$ cat src/rtl/adder_result_accum_if.sv
// Handshake bundle between an adder stage and adder_result_accum.
//
// Producer side (master): clear, in_valid, sum, carry, num_samples, out_ready.
// Consumer side (slave, the accumulator): in_ready, out_valid, acc_out.
//
// Parameters
//   N      width of the adder sum bits
//   CNT_W  width of the frame-length control
//   ACC_W  accumulator / result width, always N+1+CNT_W
interface adder_result_accum_if #(
    parameter int N     = 2,
    parameter int CNT_W = 4
);
    localparam int ACC_W = N + 1 + CNT_W;

    logic             clear;
    logic             in_valid;
    logic             in_ready;
    logic [N-1:0]     sum;
    logic             carry;
    logic [CNT_W-1:0] num_samples;
    logic             out_valid;
    logic             out_ready;
    logic [ACC_W-1:0] acc_out;

    modport master (
        output clear,
        output in_valid,
        output sum,
        output carry,
        output num_samples,
        output out_ready,
        input  in_ready,
        input  out_valid,
        input  acc_out
    );

    modport slave (
        input  clear,
        input  in_valid,
        input  sum,
        input  carry,
        input  num_samples,
        input  out_ready,
        output in_ready,
        output out_valid,
        output acc_out
    );
endinterface

$ cat src/rtl/adder_result_accum.sv
// Frame accumulator for ripple-adder results.
//
// Takes one {carry, sum} sample per accepted handshake, sums a programmable
// number of samples (num_samples, 0 meaning 2^CNT_W) and presents the frame
// total on a held valid/ready output. One bubble cycle separates frames.
//
// Ports
//   clk    rising-edge clock
//   rst_n  asynchronous active-low reset
//   bus    adder_result_accum_if.slave
//            clear        synchronous abort of frame / pending result
//            in_valid     sample valid          in_ready   sample accepted
//            sum, carry   sample value {carry, sum}
//            num_samples  frame length, latched on the first sample of a frame
//            out_valid    result available      out_ready  result taken
//            acc_out      frame total, held while out_valid
//
// State | meaning
// ------+----------------------------------------------------------
// ACC   | collecting samples, in_ready = 1
// OUT   | frame total presented, waiting for out_ready, in_ready = 0
module adder_result_accum #(
    parameter int N     = 2,
    parameter int CNT_W = 4
) (
    input  logic                  clk,
    input  logic                  rst_n,
    adder_result_accum_if.slave   bus
);
    localparam int ACC_W = N + 1 + CNT_W;
    // Counter and latched length need one extra bit to hold 2^CNT_W.
    localparam int LEN_W = CNT_W + 1;

    typedef enum logic {
        ACC = 1'b0,
        OUT = 1'b1
    } state_t;

    state_t           state;
    logic [ACC_W-1:0] acc_q;
    logic [ACC_W-1:0] acc_out_q;
    logic [LEN_W-1:0] cnt_q;
    logic [LEN_W-1:0] len_q;
    logic             out_valid_q;

    logic [ACC_W-1:0] sample_ext;
    logic [ACC_W-1:0] acc_next;
    logic [LEN_W-1:0] ns_len;
    logic [LEN_W-1:0] frame_len;
    logic [LEN_W-1:0] cnt_next;
    logic             accept;
    logic             last;

    always_comb begin
        sample_ext = {{(ACC_W-N-1){1'b0}}, bus.carry, bus.sum};
        acc_next   = acc_q + sample_ext;
        ns_len     = (bus.num_samples == '0) ? (LEN_W'(1) << CNT_W)
                                             : {1'b0, bus.num_samples};
        // The first sample of a frame uses the live length; later samples use
        // the latched copy so mid-frame changes of num_samples are ignored.
        frame_len  = (cnt_q == '0) ? ns_len : len_q;
        cnt_next   = cnt_q + LEN_W'(1);
        accept     = (state == ACC) && bus.in_valid;
        last       = accept && (cnt_next == frame_len);
    end

    always_ff @(posedge clk or negedge rst_n) begin
        if (!rst_n) begin
            state       <= ACC;
            acc_q       <= '0;
            acc_out_q   <= '0;
            cnt_q       <= '0;
            len_q       <= '0;
            out_valid_q <= 1'b0;
        end else if (bus.clear) begin
            // acc_out deliberately keeps its last value.
            state       <= ACC;
            acc_q       <= '0;
            cnt_q       <= '0;
            out_valid_q <= 1'b0;
        end else begin
            case (state)
                ACC: begin
                    if (accept) begin
                        if (cnt_q == '0) begin
                            len_q <= ns_len;
                        end
                        acc_q <= acc_next;
                        cnt_q <= cnt_next;
                        if (last) begin
                            acc_out_q   <= acc_next;
                            out_valid_q <= 1'b1;
                            state       <= OUT;
                        end
                    end
                end
                OUT: begin
                    if (bus.out_ready) begin
                        state       <= ACC;
                        acc_q       <= '0;
                        cnt_q       <= '0;
                        out_valid_q <= 1'b0;
                    end
                end
                default: begin
                    state <= ACC;
                end
            endcase
        end
    end

    // Outputs come straight from registers: no input-to-output path.
    assign bus.in_ready  = (state == ACC);
    assign bus.out_valid = out_valid_q;
    assign bus.acc_out   = acc_out_q;

endmodule

$ cat src/flat_wrapper.sv
// flat-port wrapper written by rule: the top's interface ports become plain ports
module adder_result_accum_flat 
#(
    parameter int N     = 2,
    parameter int CNT_W = 4
)
  (clk, rst_n, bus_clear, bus_in_valid, bus_sum, bus_carry, bus_num_samples, bus_out_ready, bus_in_ready, bus_out_valid, bus_acc_out);
  adder_result_accum_if #(.N(N), .CNT_W(CNT_W)) bus_i ();
  input  logic clk;
  input  logic rst_n;
  input wire logic [$bits(bus_i.clear)-1:0] bus_clear;
  input wire logic [$bits(bus_i.in_valid)-1:0] bus_in_valid;
  input wire logic [$bits(bus_i.sum)-1:0] bus_sum;
  input wire logic [$bits(bus_i.carry)-1:0] bus_carry;
  input wire logic [$bits(bus_i.num_samples)-1:0] bus_num_samples;
  input wire logic [$bits(bus_i.out_ready)-1:0] bus_out_ready;
  output wire logic [$bits(bus_i.in_ready)-1:0] bus_in_ready;
  output wire logic [$bits(bus_i.out_valid)-1:0] bus_out_valid;
  output wire logic [$bits(bus_i.acc_out)-1:0] bus_acc_out;
  assign bus_i.clear = bus_clear;
  assign bus_i.in_valid = bus_in_valid;
  assign bus_i.sum = bus_sum;
  assign bus_i.carry = bus_carry;
  assign bus_i.num_samples = bus_num_samples;
  assign bus_i.out_ready = bus_out_ready;
  assign bus_in_ready = bus_i.in_ready;
  assign bus_out_valid = bus_i.out_valid;
  assign bus_acc_out = bus_i.acc_out;
  adder_result_accum #(.N(N), .CNT_W(CNT_W)) u_core (.clk(clk), .rst_n(rst_n), .bus(bus_i));
endmodule
$ cat config.mk
export PLATFORM = sky130hd
export DESIGN_NAME = adder_result_accum_flat
export DESIGN_NICKNAME = d
export VERILOG_FILES = /design/src/rtl/adder_result_accum_if.sv /design/src/rtl/adder_result_accum.sv /design/src/flat_wrapper.sv
export SDC_FILE = /design/constraint.sdc
export NUM_CORES = 1
export LEC_CHECK = 0
export CORE_MARGIN = 4
export CORE_UTILIZATION = 55
export DETAILED_ROUTE_END_ITERATION = 16
export GPL_TIMING_DRIVEN = 0
export PLACE_DENSITY = 0.79
export SYNTH_ARGS = -nofsm -noshare
export SYNTH_HDL_FRONTEND = slang
export SYNTH_SLANG_ARGS = --single-unit
export TNS_END_PERCENT = 1
$ cat constraint.sdc
create_clock -name clk -period 4.5 [get_ports clk]
set_clock_uncertainty 0.2 [all_clocks]
set_input_delay 0.675 -clock clk [delete_from_list [all_inputs] [get_ports clk]]
set_output_delay 0.675 -clock clk [all_outputs]
set_load 0.02 [all_outputs]
==> impl_metrics.json <==
{
  "status": "complete, no violations",
  "yosys.cell_types.count": 36,
  "postRouteWirelength_mm": 2.94,
  "clockBufferDepth": 2,
  "cts.reportedPaths.clkPinSlew_ns": 0.14,
  "maxCapViolCount": 0,
  "rsz_0062_raised_after_global_routing": "false",
  "design.die.area_um2": 3590,
  "synth_top_area_cell": "dfrtp_1",
  "cp.arrival_ns": 3.23,
  "io_buffer_count": 19,
  "mappedNetlistArea_um2": 1480,
  "yosysMostFrequentCell": "dfrtp_1",
  "synthesis.yosys.warnings": 0,
  "finalPower_mw": 0.619,
  "synth_top_cell_area_share_pct": 43.8,
  "die_w_um": 59.9,
  "placementRows": 18,
  "antenna_found_initial": 0,
  "ys_flop_type": "dfrtp_1",
  "final_layout_size_suffix_gt1_share_pct": 12.3,
  "synth_sequential_area_ratio_pct": 43.8,
  "period_share_pct": 71.2,
  "wire_length_of_the_first_global_routing_pass_mm": 5.05,
  "route.antenna.remaining_nets": 0,
  "tightest_slew_ns": 1.16,
  "worstSetupEndpointType": "register",
  "number_of_enable_type_register_cells_in_the_synthesized_netlist": 0,
  "grt_remaining_overflow": 0,
  "cp.required_ns": 4.53,
  "cts_made_buffers": 3,
  "routed_wire_length_per_instance_um": 15.2,
  "postCtsHoldBufs": 0,
  "power_density_nw_per_um2": 357,
  "timing.fmax_mhz": 312,
  "antennaDiodeCount": 0,
  "cts_root_buffer": "clkbuf_4",
  "postSynthRegisterBits": 26,
  "synth_async_sr_flop_share_pct": 100,
  "flow.area_growth_from_synthesis_pct": 16.9,
  "highest_net_fanout_along_the_worst_path": 7,
  "drt-vias-per-instance": 5.72,
  "ys_top_cells_by_area": "dfrtp_1 44%, mux2_2 7.6%, mux2i_1 4.7%",
  "gp_routability_congestion": 0.771,
  "initial_utilization_pct": 58.8,
  "postSynthNetCount": 159,
  "maximum_number_of_pins_on_one_net_before_global_route_repair": 27,
  "insertion_delay_ns": 0.33,
  "clock_tree_from_tritoncts": "yes",
  "syn-mean-instance-area_um2": 10.5,
  "place.detailed.hpwl_mm": 2.15,
  "die_h_um": 59.9,
  "global_route.usage.total_pct": 18.8,
  "final-hold-violation-count": 0,
  "io_pins": 21,
  "setup-violations-final": 0,
  "sink_count": 26,
  "cts_resized": 0,
  "postSynthCellCount": 141,
  "crit_path_start_kind": "register",
  "via_count_of_the_first_global_routing_pass": 1119,
  "design.final.nets": 183,
  "critical_path_class": "reg2reg",
  "clock_tree.htree_level_count": 1,
  "post_cts_buffers": 0,
  "core-area_um2": 2520,
  "worst_ir_drop_vdd_v": 0.000272,
  "detailroute.via_count": 1104,
  "final.setup.tns_ns": 0,
  "hold_path_class": "reg2reg",
  "drt_first_pass_iters": 4,
  "netlist_top_cells_count": "26 x dfrtp_1, 13 x o21ai_0, 10 x mux2_2, 10 x nor2_1",
  "placed_cells": 190,
  "p_leak_nw": 0.788,
  "slew_headroom_pct": 22.6,
  "layoutNonFillerInstCount": 193,
  "drc_errors": 0,
  "report.final.slew_viol_count": 0,
  "post-route-min-period_ns": 3.20,
  "drt_iter0_drc": 39
}
-- cells in the final DEF, fill, tap and decap left out, types with 2 or more instances in the layout --
| cell type | n |
|---|---|
| mux2i_1 | 7 |
| clkbuf_4 | 3 |
| nand3_1 | 2 |
| nand2_1 | 9 |
| clkdlybuf4s50_1 | 19 |
| dfrtp_1 | 26 |
| ha_1 | 5 |
| xnor2_1 | 8 |
| nor2_1 | 10 |
| o21ai_0 | 13 |
| nor2b_1 | 3 |
| a21oi_1 | 6 |
| xor2_1 | 5 |
| nor4_1 | 2 |
| mux2_2 | 10 |
| clkbuf_1 | 3 |
| inv_1 | 9 |
| o21ba_2 | 2 |
| a21o_1 | 2 |
-- where the power goes --
group	total (mW)	switching [mW]	leakage [nW]	internal [mW]
combinational	0.221	0.110	0.432	0.111
clock	0.102	0.0704	0.0138	0.0315
sequential	0.296	0.0244	0.342	0.272
total	0.619	0.205	0.788	0.414
-- routing by layer --
| layer | share of wire, % | track usage (%) | up-vias | routed length (um) |
|---|---|---|---|---|
| li1 | - | - | 533 | - |
| met1 | 47 | 25.3 | 550 | 1380 |
| met2 | 49 | 30.4 | 16 | 1440 |
| met3 | 2.4 | 1.94 | 5 | 71 |
| met4 | 1.6 | 8.23 | 0 | 48 |
| met5 | 0 | 0 | - | 0 |
-- registers in the layout, indices dropped and copies added (netlist names) --
signal,count
u_core.state,1
u_core.cnt_q,5
u_core.bus.acc_out,7
u_core.len_q,5
u_core.bus.out_valid,1
u_core.acc_q,7
-- per-stage QoR --
step / hold WS [ns] / util [%] / setup WS, ns / instance area (um2)
after floorplan: 0.179 / - / 1.70 / 1480
after global placement: 0.289 / 67.9 / 1.28 / 1710
after detailed placement: 0.299 / 67.9 / 1.23 / 1710
after CTS: 0.330 / 68.8 / 1.28 / 1730
after global routing: 0.344 / 68.8 / 1.11 / 1730
final: 0.328 / 68.8 / 1.30 / 1730
-- worst paths after layout --
kind	startpoint	end	slack, ns	depth (start not counted)
max	u_core.cnt_q[0]	u_core.bus.acc_out[2]	1.30	9
max reg2reg	u_core.cnt_q[0]	u_core.bus.acc_out[2]	1.30	9
min in group asynchronous	rst_n	u_core.cnt_q[3]	0.75	1
min reg2reg	u_core.bus.acc_out[2]	u_core.bus.acc_out[2]	0.33	1
min	u_core.bus.acc_out[2]	u_core.bus.acc_out[2]	0.33	1
max in group asynchronous	rst_n	u_core.len_q[3]	2.67	1
-- cell families after synthesis --
kind of cell,after synthesis,synth area share [%]
buf+inv,15,4.55
fa+ha+maj,6,5.56
flops,26,43.8
compound gates,31,13.2
xor+xnor,13,7.67
simple gates,33,12.9
mux,17,12.3
-- final cells by class --
| type | count | area [um2] |
|---|---|---|
| Buffer | 6 | 33.8 |
| Clock buffer | 3 | 22.5 |
| Fill cell | 205 | 788 |
| Inverter | 9 | 33.8 |
| Multi-Input combinational cell | 100 | 766 |
| Sequential cell | 26 | 651 |
| Tap cell | 30 | 37.5 |
| Timing Repair Buffer | 19 | 190 |
-- worst max-delay path, stage by stage, from the launching register on --
cell and delay, ns:
dfrtp_1 0.41, clkbuf_1 0.19, inv_1 0.09, ha_1 0.20, nor4b_4 0.42, mux2i_1 0.27
xor2_1 0.18, a32oi_1 0.13, nor4_4 0.61, mux2_2 0.40
No activity file was read; power rests on OpenSTA's default activity.
